<file path="config.mk">
export PLATFORM = sky130hd
export DESIGN_NAME = odd_parity_frame_rx_flat
export DESIGN_NICKNAME = d
export VERILOG_FILES = /design/src/rtl/odd_parity_frame_rx_if.sv /design/src/rtl/odd_parity_frame_rx.sv /design/src/flat_wrapper.sv
export SDC_FILE = /design/constraint.sdc
export NUM_CORES = 1
export LEC_CHECK = 0
export ABC_AREA = 1
export BUFFER_PORTS_ARGS = -buffer_cell sky130_fd_sc_hd__buf_2
export CAP_MARGIN = 20
export CORE_MARGIN = 2
export CORE_UTILIZATION = 45
export CTS_BUF_LIST = sky130_fd_sc_hd__clkbuf_8
export CTS_CLUSTER_SIZE = 20
export DETAILED_ROUTE_END_ITERATION = 6
export GPL_TIMING_DRIVEN = 1
export PLACE_DENSITY = 0.66
export SKIP_LAST_GASP = 1
export SYNTH_ARGS = -nofsm -noshare
export SYNTH_HDL_FRONTEND = slang
export SYNTH_SLANG_ARGS = --single-unit
</file>
<file path="constraint.sdc">
create_clock -name clk -period 2.2 [get_ports clk]
set_clock_uncertainty 0.05 [all_clocks]
set_input_delay 0.33 -clock clk [delete_from_list [all_inputs] [get_ports clk]]
set_output_delay 0.33 -clock clk [all_outputs]
set_load 0.01 [all_outputs]
</file>
<file path="src/rtl/odd_parity_frame_rx_if.sv">
// Stream bundle for the odd-parity frame receiver.
// Carries the serial bit input handshake and the buffered word output handshake.
interface odd_parity_frame_rx_if #(
  parameter int DATA_W = 8
);
  logic              bit_in;
  logic              bit_valid;
  logic              bit_ready;
  logic              abort;
  logic [DATA_W-1:0] data_out;
  logic              par_err;
  logic              out_valid;
  logic              out_ready;

  modport master (
    output bit_in, bit_valid, abort, out_ready,
    input  bit_ready, data_out, par_err, out_valid
  );

  modport slave (
    input  bit_in, bit_valid, abort, out_ready,
    output bit_ready, data_out, par_err, out_valid
  );
endinterface

</file>
<file path="src/rtl/odd_parity_frame_rx.sv">
// Serial odd-parity frame receiver: gathers DATA_W data bits plus a parity bit,
// checks odd parity and holds the word in a one-entry output buffer.
module odd_parity_frame_rx #(
  parameter int DATA_W    = 8,
  parameter bit MSB_FIRST = 1'b0,
  parameter int CNT_W     = 16
) (
  input  logic             clk,
  input  logic             rst,
  odd_parity_frame_rx_if.slave bus,
  output logic [CNT_W-1:0] err_cnt
);
  localparam int                  CNT_BITS = $clog2(DATA_W + 1);
  localparam logic [CNT_BITS-1:0] LAST_IDX = CNT_BITS'(DATA_W - 1);
  localparam logic [CNT_W-1:0]    CNT_MAX  = '1;

  typedef enum logic [1:0] {ST_DATA, ST_PAR, ST_HOLD} state_t;

  state_t              state;
  state_t              state_nxt;
  logic [CNT_BITS-1:0] bit_cnt;
  logic                par_acc;
  logic [DATA_W-1:0]   shreg;
  logic                accept;
  logic                frame_err;

  assign accept    = bus.bit_valid & bus.bit_ready;
  assign frame_err = ~(par_acc ^ bus.bit_in);

  always_ff @(posedge clk) begin
    if (rst) state <= ST_DATA;
    else     state <= state_nxt;
  end

  // Abort only restarts a partial frame; a buffered word waits for its handshake.
  always_comb begin
    state_nxt = state;
    case (state)
      ST_DATA: begin
        if (bus.abort)                            state_nxt = ST_DATA;
        else if (accept && (bit_cnt == LAST_IDX)) state_nxt = ST_PAR;
      end
      ST_PAR: begin
        if (bus.abort)   state_nxt = ST_DATA;
        else if (accept) state_nxt = ST_HOLD;
      end
      ST_HOLD: begin
        if (bus.out_ready) state_nxt = ST_DATA;
      end
      default: state_nxt = ST_DATA;
    endcase
  end

  always_comb begin
    bus.bit_ready = (state != ST_HOLD);
  end

  always_ff @(posedge clk) begin
    if (rst) begin
      bit_cnt       <= '0;
      par_acc       <= 1'b0;
      shreg         <= '0;
      bus.data_out  <= '0;
      bus.par_err   <= 1'b0;
      bus.out_valid <= 1'b0;
      err_cnt       <= '0;
    end else if ((state != ST_HOLD) && bus.abort) begin
      bit_cnt <= '0;
      par_acc <= 1'b0;
    end else if ((state == ST_DATA) && accept) begin
      // Each bit lands directly in its final position, so no shift direction logic.
      for (int i = 0; i < DATA_W; i++) begin
        if (bit_cnt == CNT_BITS'(MSB_FIRST ? (DATA_W - 1 - i) : i)) shreg[i] <= bus.bit_in;
      end
      par_acc <= par_acc ^ bus.bit_in;
      bit_cnt <= bit_cnt + CNT_BITS'(1);
    end else if ((state == ST_PAR) && accept) begin
      bus.data_out  <= shreg;
      bus.par_err   <= frame_err;
      bus.out_valid <= 1'b1;
      if (frame_err && (err_cnt != CNT_MAX)) err_cnt <= err_cnt + CNT_W'(1);
      bit_cnt <= '0;
      par_acc <= 1'b0;
    end else if ((state == ST_HOLD) && bus.out_ready) begin
      bus.out_valid <= 1'b0;
    end
  end
endmodule
</file>
<file path="src/flat_wrapper.sv">
// flat-port wrapper written by rule: the top's interface ports become plain ports
module odd_parity_frame_rx_flat 
#(
  parameter int DATA_W    = 8,
  parameter bit MSB_FIRST = 1'b0,
  parameter int CNT_W     = 16
)
  (clk, rst, err_cnt, bus_bit_in, bus_bit_valid, bus_abort, bus_out_ready, bus_bit_ready, bus_data_out, bus_par_err, bus_out_valid);
  odd_parity_frame_rx_if #(.DATA_W(DATA_W)) bus_i ();
  input  logic clk;
  input  logic rst;
  output logic [CNT_W-1:0] err_cnt;
  input wire logic [$bits(bus_i.bit_in)-1:0] bus_bit_in;
  input wire logic [$bits(bus_i.bit_valid)-1:0] bus_bit_valid;
  input wire logic [$bits(bus_i.abort)-1:0] bus_abort;
  input wire logic [$bits(bus_i.out_ready)-1:0] bus_out_ready;
  output wire logic [$bits(bus_i.bit_ready)-1:0] bus_bit_ready;
  output wire logic [$bits(bus_i.data_out)-1:0] bus_data_out;
  output wire logic [$bits(bus_i.par_err)-1:0] bus_par_err;
  output wire logic [$bits(bus_i.out_valid)-1:0] bus_out_valid;
  assign bus_i.bit_in = bus_bit_in;
  assign bus_i.bit_valid = bus_bit_valid;
  assign bus_i.abort = bus_abort;
  assign bus_i.out_ready = bus_out_ready;
  assign bus_bit_ready = bus_i.bit_ready;
  assign bus_data_out = bus_i.data_out;
  assign bus_par_err = bus_i.par_err;
  assign bus_out_valid = bus_i.out_valid;
  odd_parity_frame_rx #(.DATA_W(DATA_W), .MSB_FIRST(MSB_FIRST), .CNT_W(CNT_W)) u_core (.clk(clk), .rst(rst), .bus(bus_i), .err_cnt(err_cnt));
endmodule
</file>
After elaboration in Yosys (flattened, before gate mapping)
Cells that the tools add are included.

Register bits after elaboration: 41. Latch bits: 0. Memory bits (writable): 0. Memory bits (read-only): 0. Memories: 0.

$add $sub $neg: 2. Multipliers: 0. Divide/modulo/power cells: 0. Magnitude comparators: 0. Equal/unequal tests: 14. Shifts and indexed selects: 0. Multiplexer cells: 12. Bitwise logic cells: 5. Reductions and logical operators: 23.

Operators with widths (count): $reduce_and 3->1 (11); $add 16x1->16 const B (1); $eq 4x3->1 const B (4); $ne 16x16->1 const B (1); $mux 2 (5); $eq 4x2->1 const B (2); $mux 4 (2); $logic_and 1x1->1 (6); $ne 3x2->1 const B (2); $pmux 2 s3 (1); $add 4x1->4 const B (1); $eq 4x1->1 const B (1); $logic_not 4->1 (1); $mux 1 (4); $ne 2x2->1 const B (2); $reduce_and 4->1 (1); $reduce_bool 2->1 (2); $not 1->1 (3); $eq 2x1->1 const B (1); $eq 2x2->1 const B (1); $logic_not 2->1 (1); $reduce_or 2->1 (1); $and 1x1->1 (1); $xor 1x1->1 (1).

Longest topological paths before layout
Depth after elaboration: 6. Mapped depth: 9.

Worst setup path after synthesis
No wires, ideal clock.

Path kind: flip-flop to flip-flop. Start: register u_core.err_cnt[1]. End: register u_core.err_cnt[5]. Library setup time: 132 ps. Arrival time: 1563 ps. Data required time: 2018 ps. Path slack: 455 ps. Stages on the path, launching flop included: 10. Cell sequence: dfxtp_1 -> ha_1 -> inv_1 -> nor2_4 -> nand2_2 -> o21ai_4 -> inv_2 -> buf_6 -> nand2_1 -> a21oi_1.

Cells in the longest elaborated chain, start to end: 3.

Ends and longest elaborated chain: start, declared (line odd_parity_frame_rx.sv:11) `output logic [CNT_W-1:0] err_cnt`; start signal, assigned (line odd_parity_frame_rx.sv:81) `if (frame_err && (err_cnt != CNT_MAX)) err_cnt <= err_cnt + CNT_W'(1);`; parallel branches: the longest is 3 deep, another holds $add 16x1->16.

Parallel ways; which one is timed is not known. A chain may end at the register's enable or synchronous reset.

Worst setup path in the final report
Start: register u_core.err_cnt[1]. End: register u_core.err_cnt[14].

The elaborated chain is that of the path after synthesis.

==> metrics.txt <==
outcome finished, final reports clean; drt first pass iters 4; core area about 4400 µm²; Slew headroom 59.5%; Routed Antenna Nets 0; P per Cell Area 576 nW/µm²; Total Power approximately 1.3 mW; RSZ-0062 raised after global routing false; Design Area, Final 2320 µm²; Die Wd 71.1 µm; initial antenna violation count 0; Synth warnings 0; Worst setup SP type flip-flop; share of cells above drive strength 1 16.3%; largest net degree at the start of global routing 23; flop2flop setup slack 0.27 ns; register bit total from synthesis 41; Crit Path Max Fanout 16; fin crit share 87.7%; diodes inserted 0; grt total ovfl 0; CTS Root Cell clkbuf_8; Max-Cap Viols 0; # DRC 0; sequential element share of the synthesized area between 40% and 50%; Async SR Flop Fraction 0%; total CTS buffers 5; Crit Path Class flip-flop to flip-flop; Die H 71.1 µm; Nets 336; max frequency around 520 MHz; via count 1895; Setup TNS Final 0 ns; Syn Inst Count between 200 and 300; Layout area overhead 14.7%; clk_lat worst skew 0.29 ns; drt total wl ~4400 µm; H-Tree Depth 2; placed instance area 2220 µm²; syn_nets 303; Reg2Reg Capture Point u_core.err_cnt[14]$_SDFFE_PP0P_; launch point of the worst reg-to-reg path u_core.err_cnt[1]$_SDFFE_PP0P_; CP arrival ~2.1 ns; clk buf depth 2; Post-synth top flop dfxtp_1; Core Rows 24; hpwl dp 3300 µm; # port buffers 32; clock tree sinks 41; # IOs 33; Hold Vio Cnt, Final 0; Hold EP u_core.bus.out_valid$_SDFFE_PP0P_; Hold Path Class input port to flip-flop; Final GP Congestion around 0.83; Overall Global Routing Usage 18.4%; pins over their slew limit 0; R2R depth 8; first-pass GRT wire length 7380 µm; Netlist cell types 23; peak supply drop approximately 0.00028 V; DIE AREA 5050 µm²; Lkg Pwr 0.926 nW; Final min period ~1.9 ns; Cell Area, Synth 2030 µm²; EDFF count, synth 0; vias in the first global route 1648; clock-pin slew on the worst setup and hold paths 0.08 ns; Synth Area per Inst 6.94 µm²; post-CTS setup buffer count 0; drt initial violations 84; Req. time, crit path ~2.3 ns; hold wc startpoint rst; CTS tree done; Final setup viols 0; pin slew with the least headroom to its limit 0.606 ns; detailed-route wire length per cell 11.6 µm; Worst Setup End Kind flip-flop; hold_buf cts 0; initial core utilization 46.5%; Vias/cell 5.01; Worst Hold Depth 2; post-CTS resize count 0
## worst max-delay path by stage
stage | depth (start not counted) | start | to | slack, ns
2_1_floorplan | 9 | u_core.err_cnt[1]$_SDFFE_PP0P_ | u_core.err_cnt[5]$_SDFFE_PP0P_ | 0.46
3_3_place_gp | 8 | u_core.err_cnt[1]$_SDFFE_PP0P_ | u_core.err_cnt[14]$_SDFFE_PP0P_ | 0.37
3_5_place_dp | 8 | u_core.err_cnt[1]$_SDFFE_PP0P_ | u_core.err_cnt[14]$_SDFFE_PP0P_ | 0.28
4_1_cts | 8 | u_core.err_cnt[1]$_SDFFE_PP0P_ | u_core.err_cnt[14]$_SDFFE_PP0P_ | 0.28
5_1_grt | 8 | u_core.err_cnt[1]$_SDFFE_PP0P_ | u_core.err_cnt[7]$_SDFFE_PP0P_ | 0.13
6_report | 8 | u_core.err_cnt[1]$_SDFFE_PP0P_ | u_core.err_cnt[14]$_SDFFE_PP0P_ | 0.27
## Yosys cell counts, drive strengths merged, types with 5 or more instances
cell	n	area share (%)
nand2	76	14
nand4	13	4.0
dfxtp	41	41
nand3	8	2.0
ha	5	3.1
a21oi	32	7.9
nor2	41	8.5
clkbuf	5	0.93
inv	29	5.4
o21ai	25	6.7
## placed cells by master (no fill, tap or decap)
cell type,synthesis,routed
a21oi_1,32,32
a31o_2,1,1
a31oi_1,1,1
buf_2,2,32
buf_4,0,3
clkbuf_8,0,7
clkinv_2,0,1
dfxtp_1,41,41
ha_1,5,5
inv_1,28,28
inv_2,1,1
nand2_1,74,74
nand2_2,2,2
nand3_1,8,8
nand3b_1,1,1
nand4_1,13,13
nor2_1,36,36
nor2_2,4,4
nor2_4,1,1
nor3_1,2,2
o21ai_0,24,24
o21ai_4,1,1
xnor2_1,4,4
xor2_1,4,4
## flip-flops by register name, indices dropped and copies added (netlist names)
name                  cells
u_core.err_cnt           16
u_core.bus.data_out       8
u_core.shreg              8
u_core.bit_cnt            4
u_core.state              2
u_core.bus.out_valid      1
u_core.bus.par_err        1
u_core.par_acc            1
## cell type report
class                           instances  area (µm²)
Clock inverter                          1        5.00
Timing Repair Buffer                   35         183
Clock buffer                            7        96.3
Sequential cell                        41         821
Fill cell                             458        2030
Inverter                               29         109
Tap cell                               52        65.1
Multi-Input combinational cell        213        1040
## through the flow
step	cells	hold slack, ns	util, %	setup WS, ns
2_1_floorplan	292	0.379	-	0.455
6_report	378	0.233	53.4	0.271
3_3_place_gp	370	0.394	51.0	0.374
3_5_place_dp	370	0.394	51.0	0.283
4_1_cts	378	0.223	53.4	0.276
5_1_grt	378	0.243	53.4	0.131
## critical path, cell delays in order, from the launching register on
cell and delay, ns:
dfxtp_1 0.42, ha_1 0.28, inv_1 0.10, nor2_4 0.16, nand2_2 0.10, o21ai_4 0.31
inv_2 0.21, nand2_1 0.11, a21oi_1 0.06
## cell families after synthesis
kind of cell               after synthesis  synth area share [%]
AOI/OAI and AO/OA                       59                  15.4
xor gates and xnor gates                 8                  3.46
adders and majority gates                5                  3.09
buffers and inverters                   38                  7.91
DFF                                     41                  40.5
and+or+nand+nor                        141                  29.6
## power breakdown
group	total [mW]	internal, mW	leakage [nW]	switching, mW
logic	0.0517	0.0142	0.541	0.0375
registers	0.747	0.744	0.330	0.00301
clock network	0.538	0.283	0.0542	0.255
## layer usage
| metal | up-vias | track usage [%] | routed length (µm) |
|---|---|---|---|
| met5 | - | 0 | 0 |
| met4 | 0 | 7.55 | 78 |
| met3 | 8 | 3.85 | 162 |
| met2 | 33 | 31.8 | 2200 |
| met1 | 835 | 22.2 | 1960 |
| li1 | 1019 | - | - |
(Power assumes the default switching activity.)
